[src/rtl/kmeans_pkg.sv]
// Shared player-count constants, coordinate widths and FSM state encoding.
// Constants only; no latency or backpressure of its own.
package kmeans_pkg;

    localparam int X_W       = 11;
    localparam int Y_W       = 10;
    localparam int REJ_W     = 3;
    localparam int NUM_SLOTS = 4;

    localparam logic [1:0] ONE_PLAYER   = 2'd0;
    localparam logic [1:0] TWO_PLAYERS  = 2'd1;
    localparam logic [1:0] THREE_PLAYERS = 2'd2;
    localparam logic [1:0] FOUR_PLAYERS = 2'd3;

    typedef enum logic [1:0] {
        IDLE   = 2'd0,
        UPDATE = 2'd1,
        DONE   = 2'd2
    } state_t;

endpackage

[src/rtl/ema_step.sv]
// Per-player combinational step: first-sample load, EMA, optional jump reject
// (CENTROID_SMOOTHER_JUMP_REJECT_EN). Zero latency; no flow control.
module ema_step
    import kmeans_pkg::*;
#(
    parameter int ALPHA_SHIFT = 2
`ifdef CENTROID_SMOOTHER_JUMP_REJECT_EN
    ,
    parameter int MAX_JUMP     = 200,
    parameter int REJECT_LIMIT = 3
`endif
) (
    input  logic [X_W-1:0]   old_x,
    input  logic [Y_W-1:0]   old_y,
    input  logic [X_W-1:0]   raw_x,
    input  logic [Y_W-1:0]   raw_y,
    input  logic             init,
`ifdef CENTROID_SMOOTHER_JUMP_REJECT_EN
    input  logic [REJ_W-1:0] rej_cnt,
    output logic [REJ_W-1:0] rej_cnt_nxt,
`endif
    output logic [X_W-1:0]   new_x,
    output logic [Y_W-1:0]   new_y
);

    logic signed [11:0] dx;
    logic signed [11:0] dy;
    logic [X_W-1:0]     ema_x;
    logic [Y_W-1:0]     ema_y;

    assign dx = $signed({1'b0, raw_x}) - $signed({1'b0, old_x});
    assign dy = $signed({2'b00, raw_y}) - $signed({2'b00, old_y});

    // Floor shift keeps the result between old and raw, so truncation is safe.
    assign ema_x = X_W'({1'b0, old_x} + 12'(dx >>> ALPHA_SHIFT));
    assign ema_y = Y_W'({2'b00, old_y} + 12'(dy >>> ALPHA_SHIFT));

`ifdef CENTROID_SMOOTHER_JUMP_REJECT_EN
    logic [11:0] abs_dx;
    logic [11:0] abs_dy;
    logic        jump;

    assign abs_dx = dx[11] ? 12'(-dx) : 12'(dx);
    assign abs_dy = dy[11] ? 12'(-dy) : 12'(dy);
    assign jump   = (abs_dx + abs_dy) > 12'(MAX_JUMP);

    always_comb begin
        new_x       = raw_x;
        new_y       = raw_y;
        rej_cnt_nxt = '0;
        if (init) begin
            if (!jump) begin
                new_x = ema_x;
                new_y = ema_y;
            end else if (rej_cnt != REJ_W'(REJECT_LIMIT - 1)) begin
                new_x       = old_x;
                new_y       = old_y;
                rej_cnt_nxt = rej_cnt + REJ_W'(1);
            end
        end
    end
`else
    always_comb begin
        new_x = raw_x;
        new_y = raw_y;
        if (init) begin
            new_x = ema_x;
            new_y = ema_y;
        end
    end
`endif

endmodule

[src/rtl/centroid_smoother.sv]
// Temporal EMA smoother for up to four player centroids; optional jump reject via CENTROID_SMOOTHER_JUMP_REJECT_EN.
// Latency: valid_out N+2 cycles after valid_in (one player per cycle).
// Backpressure: none; valid_in arriving while busy_out is high is dropped.
module centroid_smoother
    import kmeans_pkg::*;
#(
    parameter int ALPHA_SHIFT  = 2,
    parameter int MAX_JUMP     = 200,
    parameter int REJECT_LIMIT = 3
) (
    input  logic           clk_in,
    input  logic           rst_in,
    input  logic [X_W-1:0] x_in [NUM_SLOTS-1:0],
    input  logic [Y_W-1:0] y_in [NUM_SLOTS-1:0],
    input  logic           valid_in,
    input  logic [1:0]     num_players,
    output logic [X_W-1:0] x_out [NUM_SLOTS-1:0],
    output logic [Y_W-1:0] y_out [NUM_SLOTS-1:0],
    output logic           valid_out,
    output logic           busy_out
);

    if (ALPHA_SHIFT < 0 || ALPHA_SHIFT > 4 || MAX_JUMP < 0 || MAX_JUMP > 2047 ||
        REJECT_LIMIT < 1 || REJECT_LIMIT > 7) begin : g_bad_cfg
        $error("centroid_smoother: parameter out of legal range");
    end

    state_t               state;
    logic [1:0]           idx;
    logic [1:0]           n_lat;
    logic [X_W-1:0]       x_snap [NUM_SLOTS-1:0];
    logic [Y_W-1:0]       y_snap [NUM_SLOTS-1:0];
    logic [NUM_SLOTS-1:0] init_flag;
    logic [X_W-1:0]       step_x;
    logic [Y_W-1:0]       step_y;
`ifdef CENTROID_SMOOTHER_JUMP_REJECT_EN
    logic [REJ_W-1:0]     rej_cnt [NUM_SLOTS-1:0];
    logic [REJ_W-1:0]     step_cnt;
`endif

    ema_step #(
        .ALPHA_SHIFT (ALPHA_SHIFT)
`ifdef CENTROID_SMOOTHER_JUMP_REJECT_EN
        ,
        .MAX_JUMP    (MAX_JUMP),
        .REJECT_LIMIT(REJECT_LIMIT)
`endif
    ) u_step (
        .old_x      (x_out[idx]),
        .old_y      (y_out[idx]),
        .raw_x      (x_snap[idx]),
        .raw_y      (y_snap[idx]),
        .init       (init_flag[idx]),
`ifdef CENTROID_SMOOTHER_JUMP_REJECT_EN
        .rej_cnt    (rej_cnt[idx]),
        .rej_cnt_nxt(step_cnt),
`endif
        .new_x      (step_x),
        .new_y      (step_y)
    );

    always_ff @(posedge clk_in) begin
        if (rst_in) begin
            state     <= IDLE;
            idx       <= '0;
            n_lat     <= '0;
            init_flag <= '0;
            valid_out <= 1'b0;
            busy_out  <= 1'b0;
            for (int p = 0; p < NUM_SLOTS; p++) begin
                x_out[p]  <= '0;
                y_out[p]  <= '0;
                x_snap[p] <= '0;
                y_snap[p] <= '0;
`ifdef CENTROID_SMOOTHER_JUMP_REJECT_EN
                rej_cnt[p] <= '0;
`endif
            end
        end else begin
            valid_out <= 1'b0;
            case (state)
                IDLE: begin
                    if (valid_in) begin
                        n_lat    <= num_players;
                        idx      <= '0;
                        state    <= UPDATE;
                        busy_out <= 1'b1;
                        for (int p = 0; p < NUM_SLOTS; p++) begin
                            x_snap[p] <= x_in[p];
                            y_snap[p] <= y_in[p];
                            // Absent players restart from a raw load when they return.
                            if (p > int'(num_players)) begin
                                init_flag[p] <= 1'b0;
`ifdef CENTROID_SMOOTHER_JUMP_REJECT_EN
                                rej_cnt[p]   <= '0;
`endif
                            end
                        end
                    end
                end
                UPDATE: begin
                    x_out[idx]     <= step_x;
                    y_out[idx]     <= step_y;
                    init_flag[idx] <= 1'b1;
`ifdef CENTROID_SMOOTHER_JUMP_REJECT_EN
                    rej_cnt[idx]   <= step_cnt;
`endif
                    if (idx == n_lat) begin
                        state     <= DONE;
                        valid_out <= 1'b1;
                    end else begin
                        idx <= idx + 2'd1;
                    end
                end
                DONE: begin
                    state    <= IDLE;
                    busy_out <= 1'b0;
                end
                default: begin
                    state    <= IDLE;
                    busy_out <= 1'b0;
                end
            endcase
        end
    end

endmodule

[config.mk]
export PLATFORM = sky130hd
export DESIGN_NAME = centroid_smoother
export DESIGN_NICKNAME = d
export VERILOG_FILES = /design/src/rtl/kmeans_pkg.sv /design/src/rtl/ema_step.sv /design/src/rtl/centroid_smoother.sv
export SDC_FILE = /design/constraint.sdc
export NUM_CORES = 1
export LEC_CHECK = 0
export ABC_CLOCK_PERIOD_IN_PS = 9300
export CAP_MARGIN = 10
export CORE_MARGIN = 8
export CORE_UTILIZATION = 50
export DETAILED_ROUTE_END_ITERATION = 7
export GPL_ROUTABILITY_DRIVEN = 0
export PLACE_DENSITY = 0.85
export SLEW_MARGIN = 20
export SYNTH_ARGS = -nofsm -noshare
export SYNTH_HDL_FRONTEND = slang
export SYNTH_HIERARCHICAL = 1
export SYNTH_SLANG_ARGS = --single-unit
[constraint.sdc]
create_clock -name clk_in -period 9.3 [get_ports clk_in]
set_input_delay 1.86 -clock clk_in [delete_from_list [all_inputs] [get_ports clk_in]]
set_output_delay 1.86 -clock clk_in [all_outputs]
set_load 0.1 [all_outputs]
# ---- After elaboration in Yosys (flattened, before gate mapping)
# Memory sizes are Yosys's and may differ from the RTL's. A register that Yosys moved wholly into a read port is not among the register bits.
# Cells that the tools add are included.
# Widths: inputs -> output; s select.
dict set report totals {
  ff_bits 96
  mem_bits_rw 84
  inputBits 89
  out_inout_bits 86
  elab_cells 106
  memories 2
}
# name words width rd rd_clocked_by_memory_dff wr line
set mem_list {}
lappend mem_list {x_snap 4 11 1 1 4 centroid_smoother.sv:31} ;# logic [X_W-1:0] x_snap [NUM_SLOTS-1:0];
lappend mem_list {y_snap 4 10 1 1 4 centroid_smoother.sv:32} ;# logic [Y_W-1:0] y_snap [NUM_SLOTS-1:0];
dict set report classes {
  addsub 5
  n_lt_le_gt_ge 5
  n_eq_ne 8
  mux 48
  bitwise_logic 10
  n_reduce_logical 11
}
# cell n
set op_table {}
lappend op_table {{$mux 11} 7}
lappend op_table {{$mux 10} 7}
lappend op_table {{$bwmux 44} 1}
lappend op_table {{$bwmux 40} 1}
lappend op_table {{$bmux 11 s2} 1}
lappend op_table {{$demux 11 s2} 1}
lappend op_table {{$bmux 10 s2} 1}
lappend op_table {{$demux 10 s2} 1}
lappend op_table {{$mux 2} 8}
lappend op_table {{$mux 1} 13}
lappend op_table {{$ne 2x2->1 const B} 6}
lappend op_table {{$reduce_and 3->1} 4}
lappend op_table {{$sub 11x11->12} 1}
lappend op_table {{$add 11x11->11} 1}
lappend op_table {{$sub 10x10->11} 1}
lappend op_table {{$add 10x9->10} 1}
lappend op_table {{$or 1x1->1} 8}
lappend op_table {{$pmux 2 s2} 2}
lappend op_table {{$pmux 3 s2} 1}
lappend op_table {{$reduce_and 2->1} 3}
lappend op_table {{$gt 2x2->1 const A} 2}
lappend op_table {{$or 4x4->4} 1}
lappend op_table {{$lt 2x3->1 const B} 1}
lappend op_table {{$mux 3} 1}
lappend op_table {{other kinds (13)} 13}

# ---- Logic depth before layout (Yosys ltp)
# Gate-level depths: netlist (run 1).
dict set report logic_depth {
  depth_word 6
  mapped_depth 22
  depth_no_buf 18
}

# ---- Modules after synthesis
# The synthesis (run 1) kept the hierarchy.
# module n_inst cells_per_inst area_each_um2 seq_area_each_um2
set modules_own_cells {}
lappend modules_own_cells {centroid_smoother 1 669 7713.6 4484.3}
lappend modules_own_cells {ema_step 1 251 1879.3 0.0}

# ---- Worst setup path before layout (run 1)
# OpenSTA, ideal clock, no wires.
dict set report synth_timing {
  kind {flip-flop to flip-flop}
  startpoint {register x_out[24] (netlist bit)}
  endpoint {register x_out[10] (netlist bit)}
  setup_ns 0.070
  t_arrival_ns 4.894
  path_slack_ns 4.335
  path_stages_with_launch 20
  path_buffers 1
  path_cell_list {dfxtp_1 > mux4_2 > inv_1 > ha_1 > a21o_1 > a31o_2 > a31oi_1 > a21boi_0 > o41ai_1 > xnor2_1 > ha_1 > clkbuf_2 > nand2_1 > or4_1 > nand3_1 > o41ai_1 > or4_1 > a31oi_1 > nand2_1 > a21oi_1}
}
dict set report synth_via {
  elab_chain_cells 6
}
# element line
set synth_rtl {}
lappend synth_rtl {{start, declared} centroid_smoother.sv:17} ;# output logic [X_W-1:0] x_out [NUM_SLOTS-1:0],
lappend synth_rtl {{start signal, assigned by index} centroid_smoother.sv:102} ;# x_out[idx] <= step_x;
lappend synth_rtl {{$bmux 11 s2 (*)} centroid_smoother.sv:49} ;# .old_x (x_out[idx]),
lappend synth_rtl {{$mux 11 (not written as such) (*)} centroid_smoother.sv:49}
lappend synth_rtl {{$sub 11x11->12} ema_step.sv:31} ;# assign dx = $signed({1'b0, raw_x}) - $signed({1'b0, old_x});
lappend synth_rtl {{$add 11x11->11 (*)} ema_step.sv:35} ;# assign ema_x = X_W'({1'b0, old_x} + 12'(dx >>> ALPHA_SHIFT));
lappend synth_rtl {{$mux 11 (*)} ema_step.sv:66} ;# if (init) begin
lappend synth_rtl {{named net step_x[10]} centroid_smoother.sv:34} ;# logic [X_W-1:0] step_x;
lappend synth_rtl {{$bwmux 44 (*)} centroid_smoother.sv:102}
# The timed path passes the listed nets; every way through them passes the cells marked *. The select of a mux whose other input is x is not followed.
# A chain may end at the register's enable or synchronous reset.

# ---- Final worst setup path (run 1)
dict set report layout_timing {
  startpoint {register idx[0]}
  endpoint {register x_out[10] (netlist bit)}
}
dict set report layout_via {
  elab_chain_cells 6
  elab_cells_between_ends 13
  cone_classes {add/sub (2); order compare (2); mux (8); reduce/logical (1)}
}
# element line
set layout_rtl {}
lappend layout_rtl {{start, declared} centroid_smoother.sv:29} ;# logic [1:0] idx;
lappend layout_rtl {{start signal, assigned} centroid_smoother.sv:112} ;# idx <= idx + 2'd1;
lappend layout_rtl {{$bmux 11 s2} centroid_smoother.sv:49}
lappend layout_rtl {{$mux 11 (not written as such)} centroid_smoother.sv:49}
lappend layout_rtl {{$sub 11x11->12} ema_step.sv:31}
lappend layout_rtl {{$add 11x11->11} ema_step.sv:35}
lappend layout_rtl {{$mux 11 (*)} ema_step.sv:66}
lappend layout_rtl {{named net step_x[10]} centroid_smoother.sv:34}
lappend layout_rtl {{$bwmux 44 (*)} centroid_smoother.sv:102}
# Marks and branches as above.

==> summary.txt, run 1 <==
Status
  • Status: complete, but fails checks
  • Failing checks: design-rule violations

Timing
  • RSZ-0062 raised after global routing: no
  • Setup tns final: 0 ns
  • WHS: around 0.45 ns
  • Clock skew: 0.0120 ns
  • Final setup viols: 0
  • Worst-margin pin slew: around 1.1 ns
  • Crit path time final: between 5 and 6 ns
  • Hold Vio Cnt, Final: 0
  • Final max-slew violation count: 0
  • Rel. slew slack: a little under a quarter
  • Maximum operating frequency: ~0.17 GHz
  • Period utilization: approximately three fifths

Cells and area
  • Footprint of the multi-input gates: roughly 0.0047 mm²
  • Filler cells: ~1400
  • Area Growth Syn to Fin: 25.1%
  • Final #Nets: 1201
  • Fraction of layout cells with a size suffix above 1: 8.90%
  • FF/Latch Area: approximately 0.0045 mm²
  • Ant. Diodes: 0

Yosys
  • Syn Area/Cell: roughly 10 µm²
  • Part of the Yosys area used for sequential elements: between 40% and 50%
  • Yosys warns: 6
  • Most frequent cell after synthesis: nand2_1
  • Post-Syn Instances: 920
  • Net Count, Synth: between 1000 and 1500
  • Post-synthesis cell type count: 60
  • Synth area leaders: edfxtp_1 (26%), dfxtp_1 (20%), mux4_2 (10%), nand2_1 (7.2%), and2_1 (5.8%)
  • Primary FF master, synth: dfxtp_1
  • Number of flops mapped to enable cells by yosys: between 80 and 90
  • Post-Syn Area: 0.00959 mm²
  • Synth top area share: 26.3%
  • Register bit total from synthesis: around 180
  • Async SR Flop Fraction: 0%
  • Post-synthesis cell type with the largest combined area: edfxtp_1
  • Top post-synthesis cells by count: nand2_1 (183), a21oi_1 (108), dfxtp_1 (98), and2_1 (89), edfxtp_1 (84)

Clock tree
  • Cts repair resizes: 0
  • CTS H-Tree Depth: 4
  • Skew-Pair Late Insertion Delay: roughly 0.43 ns
  • CTS Buffer Depth: 2
  • Cts bufs inserted: 17
  • Reg clk slew, reported paths: about 0.070 ns
  • Hold_buf cts: 0
  • CTS Sinks: between 150 and 200
  • CTS tree: yes
  • Number of setup buffers added after CTS: 0
  • Root buf cell: clkbuf_16

Route
  • DRT iter0 DRCs: 865
  • Met3 WL post-DR: between 2000 and 3000 µm
  • DRT antenna net count: 0
  • Wirelength per Cell: between 15 and 20 µm
  • Top Metal Used: met4
  • Vias per cell: ~5.8
  • Final wirelength: around 25000 µm
  • DRT Pass-1 Iters: 8
  • Via count: approximately 7600
  • Sum of routed wire segments on met1: roughly 11000 µm
  • DRC Markers: 6
  • Met2 wire length: ~11000 µm

Setup path
  • Arr. time, crit path: 6.09 ns
  • RR Endpoint: x_out[10]
  • Flop2flop setup slack: 3.56 ns
  • Required @ worst endpoint: slightly below 10 ns
  • Crit. End Element: flop
  • Crit-path cells: buf_4 -> mux4_2 -> inv_1 -> ha_1 -> and2_1 -> a22o_1 -> a31oi_1 -> a21boi_0 -> o41ai_1 -> xnor2_1 -> ha_1 -> nand2_1 -> or4_1 -> nand3_1 -> o41ai_1 -> or4_1 -> a31oi_1 -> nand2_1 -> a21oi_1
  • Worst reg2reg startpoint: idx[0]
  • Origin of the worst setup path: idx[0]
  • Critical Path End: x_out[10]
  • Worst-case reg-to-reg path depth: 19
  • Slowest stage delay, CP: around 0.75 ns
  • Critical Path Fanout Max: 17
  • Worst path slowest cell: dfxtp_1
  • Critical path type: reg2reg
  • CP Launch Type: flop

Floorplanning
  • Core area: roughly 0.019 mm²
  • I/O pins: around 180
  • Die X: roughly 150 µm
  • Die area: 0.0239 mm²
  • Starting Density: between 50 and 60%
  • Row Count: 50
  • Die span in y: 155 µm

Placement
  • IO buf count: 174
  • Dpl hpwl: 17800 µm

Global route
  • Largest net degree at the start of global routing: 93
  • Vias in the first global route: between 7000 and 8000
  • Global-route wire length before repair: ~39000 µm
  • Total track usage: 20.8%
  • Final global-route overflow total: 0
  • Initial antenna violation count: 0

Power
  • Power Density: between 150 and 200 mW/mm²
  • VDD IR-drop max: between 100 and 150 µV
  • Pleak: ~0.0043 µW

Min path
  • Hold WC Path Type: reg2reg

Job
  • Max Cap Violations: 0
state kept, by name (all words and copies together) (netlist names), named ones only:
| name | count |
|---|---|
| x_snap | 44 |
| busy_out | 1 |
| x_out | 44 |
| n_lat | 2 |
| valid_out | 1 |
| init_flag | 4 |
| idx | 2 |
| y_snap | 40 |
| y_out | 40 |
| state | 2 |
final cells by class:
| class | count | area share (%) |
|---|---|---|
| multi-input combinational | 651 | 39.1 |
| sequential | 182 | 37.4 |
| clock inverter | 9 | 1.03 |
| tap | 234 | 2.44 |
| timing repair buffer | 180 | 14.9 |
| inverter | 35 | 1.09 |
| clock buffer | 22 | 4.05 |
how the worst min path moves through the flow:
stage,startpoint,endpoint,cells past startpoint
global route,init_flag[1],init_flag[1],2
finish,init_flag[1],init_flag[1],2
detailed placement,init_flag[1],init_flag[1],2
CTS,init_flag[1],init_flag[1],2
floorplan,init_flag[1],init_flag[1],2
global placement,init_flag[1],init_flag[1],2
metrics by stage:
| stage | setup WS (ns) | instances | cell area (µm²) | power (µW) | utilization (%) |
|---|---|---|---|---|---|
| after CTS | 3.71 | 1312 | 12000 | 2330 | 63.9 |
| after global routing | 3.27 | 1313 | 12000 | 2430 | 64.0 |
| after global placement | 4.04 | 1281 | 11400 | 1560 | 60.6 |
| after floorplan | 4.34 | 920 | 9590 | 1420 | - |
| after detailed placement | 3.77 | 1281 | 11400 | 1580 | 60.6 |
| final | 3.56 | 1313 | 12000 | 2340 | 64.0 |
report_power, final:
group          leakage [µW]  internal (µW)  switching (µW)
combinational       0.00232            263             408
sequential          0.00170            893            23.8
clock              0.000308            452             300
worst max-delay path, delay by kind of cell, from the launching register on:
family,cells,cell delay (ns)
DFF,1,0.75
buffers and inverters,2,0.50
muxes,1,0.41
adders and majority gates,2,0.72
AOI/OAI and AO/OA,7,1.68
xor gates and xnor gates,1,0.13
and+or+nand+nor,6,1.48
routing by layer:
metal | vias to the layer above | track usage (%)
met5 | - | 0
met4 | 0 | 7.37
li1 | 3550 | -
met1 | 3528 | 27.3
met2 | 433 | 31.4
met3 | 59 | 6.94
logic make-up after synthesis:
logic type / Yosys count / synth area share, %
and+or+nand+nor: 340 / 17.3
DFF: 182 / 46.7
AOI/OAI and AO/OA: 178 / 10.9
buffers and inverters: 87 / 4.43
muxes: 59 / 11.9
adders and majority gates: 45 / 6.03
xor gates and xnor gates: 29 / 2.65
placed cells by master, fill, tap and decap left out, types with 4 or more instances in the layout:
| cell type | instances |
|---|---|
| nand2_1 | 182 |
| clkdlybuf4s50_1 | 173 |
| a21oi_1 | 108 |
| dfxtp_1 | 98 |
| and2_1 | 89 |
| edfxtp_1 | 84 |
| mux4_2 | 43 |
| ha_1 | 43 |
| inv_1 | 37 |
| xnor2_1 | 23 |
| nor2_1 | 21 |
| clkbuf_16 | 19 |
| o21ai_0 | 13 |
| mux2_2 | 13 |
| a31oi_1 | 8 |
| a211oi_1 | 8 |
| a21o_1 | 8 |
| o22ai_1 | 7 |
| and3_1 | 6 |
| xor2_1 | 6 |
| nand3b_1 | 5 |
| o21bai_1 | 5 |
| nor2b_1 | 5 |
| buf_4 | 5 |
| and3b_1 | 4 |
| nand3_1 | 4 |
| nor3b_1 | 4 |
| o211ai_1 | 4 |
No activity file was read; power rests on OpenSTA's default activity.
==> run 2, diff against run 1 <==
- ABC_CLOCK_PERIOD_IN_PS: 9300 -> 4650
- CORE_UTILIZATION: 50 -> 48
- clock period: 9.3 -> 4.65 ns (I/O delays scaled with it)
==> summary.txt, run 2 (synthesized netlist as in run 1, its figures left out) <==
Global route
  • Largest net degree at the start of global routing: between 90 and 100
  • Final global-route overflow total: 0
  • Global-route wire length before repair: just under 40000 µm
  • Vias in the first global route: between 7000 and 8000
  • Initial antenna violation count: 2
  • Total track usage: 20.3%

Setup path
  • Flop2flop setup slack: ~0.16 ns
  • Required @ worst endpoint: about 5.0 ns
  • Arr. time, crit path: about 4.8 ns
  • Origin of the worst setup path: idx[1]
  • Worst-case reg-to-reg path depth: 19
  • Crit. End Element: flop
  • Critical path type: reg2reg
  • Critical Path Fanout Max: 5
  • RR Endpoint: x_out[43]
  • CP Launch Type: flop
  • Worst reg2reg startpoint: idx[1]

Timing
  • Hold Vio Cnt, Final: 0
  • Setup tns final: 0 ns
  • Maximum operating frequency: 0.223 GHz
  • Final max-slew violation count: 0
  • Crit path time final: about 4.5 ns
  • Post-route setup slack: 0.161 ns
  • WHS: 0.454 ns
  • Rel. slew slack: between 20% and 30%
  • Final setup viols: 0
  • Worst-margin pin slew: between 1 and 1.5 ns
  • Clock skew: approximately 0.0083 ns
  • Period utilization: 96.5%

Cells and area
  • Layout Utilization: between 60% and 70%
  • Biggest regs: x_out: 44 flops, x_snap: 44 flops
  • Filler cells: approximately 1500
  • Commonest non-fill, non-tap cell in the layout: nand2_1
  • Fraction of layout cells with a size suffix above 1: between 10% and 20%
  • Final #Nets: ~1200
  • Area Growth Syn to Fin: 28.9%
  • Most frequent cells in the layout: nand2_1 (182), clkdlybuf4s50_1 (173), a21oi_1 (106)

Route
  • DRC Markers: 0
  • DRT Pass-1 Iters: 6
  • Wirelength per Cell: approximately 19 µm
  • Via count: just under 8000
  • Final wirelength: between 20000 and 30000 µm
  • DRT iter0 DRCs: 868
  • Vias per cell: between 5 and 6
  • DRT antenna net count: 0

Min path
  • Hold Path Origin: init_flag[1]
  • Hold WC Path Type: reg2reg
  • WHS Endpoint: init_flag[1]
  • WHS Path Cells: 2

Clock tree
  • CTS Buffer Depth: 2
  • CTS Sinks: 182
  • CTS tree: yes
  • Cts bufs inserted: 17
  • Root buf cell: clkbuf_16
  • Reg clk slew, reported paths: ~0.060 ns
  • Skew-Pair Late Insertion Delay: around 0.43 ns
  • CTS H-Tree Depth: 4

Floorplanning
  • Die X: roughly 160 µm
  • I/O pins: about 180
  • Die span in y: ~160 µm
  • Core area: around 0.020 mm²
  • Row Count: 51
  • Starting Density: about 49%
  • Die area: ~0.025 mm²

Power
  • VDD IR-drop max: 302 µV
  • Power Density: roughly 380 mW/mm²
  • Pleak: 0.00447 µW

Placement
  • IO buf count: 174
  • Dpl hpwl: around 18000 µm
  • Setup WS pre-CTS: -0.0786 ns

Status
  • Status: completed

Job
  • Max Cap Violations: 0
## run 2: layout make-up
cell class	count	area [µm²]	share of cell area, %
diodes	1	2.50	0.0202
clock buffers	21	493	3.99
clock inverters	11	72.6	0.587
inverters	35	131	1.06
multi-input cells	651	4810	38.9
flip-flops and latches	182	4510	36.5
well taps	265	332	2.68
repair buffers	203	2010	16.3
## run 2: power by group
| group | switching, µW | internal, µW | leakage (µW) | total (µW) |
|---|---|---|---|---|
| clock | 617 | 761 | 0.000287 | 1380 |
| sequential | 46.8 | 1790 | 0.00171 | 1830 |
| combinational | 832 | 596 | 0.00248 | 1430 |
## run 2: critical path: stages (launching register included)
cell and delay [ns]:
dfxtp_4 0.39, buf_6 0.14, mux4_2 0.56, inv_2 0.10
ha_4 0.21, and2_4 0.15, a22o_1 0.21, a31oi_4 0.18
a21boi_4 0.10, o41ai_2 0.25, xnor2_1 0.13, ha_1 0.31
nand2_1 0.09, or4_1 0.40, nand3_1 0.08, o41ai_1 0.08
or4_1 0.57, a31oi_4 0.23, nand2_1 0.07, a21oi_1 0.17
## run 2: timing repair
item | in CTS | in global routing
hold buffers | 0 | 0
hold endpoints to repair | 0 | 0
pin swaps | 0 | 11
setup buffers | 0 | 4
gates resized for setup | 6 | 23
endpoints found under the setup margin | 8 | 13
## run 2: through the flow
stage | instances | instance area, µm² | total power [µW]
CTS | 1362 | 12200 | 4580
floorplan | 920 | 9640 | 2850
global placement | 1330 | 11600 | 3170
finish | 1369 | 12400 | 4640
global route | 1369 | 12400 | 4820
detailed placement | 1330 | 11600 | 3200
## run 2: layer usage
| metal | wire [µm] | vias up | GRT usage (%) | part of all wire, % |
|---|---|---|---|---|
| met4 | 501 | 2 | 8.48 | 2.0 |
| li1 | - | 3591 | - | - |
| met5 | 12 | - | 0 | 0.047 |
| met2 | 11300 | 417 | 31.1 | 44 |
| met1 | 11000 | 3663 | 26.5 | 43 |
| met3 | 2790 | 44 | 6.00 | 11 |
## run 2: worst max-delay path by stage
stage                endpoint  slack (ns)  cells past startpoint
floorplan           x_out[10]       0.002                     22
global placement     y_out[9]        0.09                     18
detailed placement   y_out[9]       -0.08                     18
CTS                 x_out[43]       0.009                     19
global route        x_out[43]       -0.01                     19
finish              x_out[43]        0.16                     19
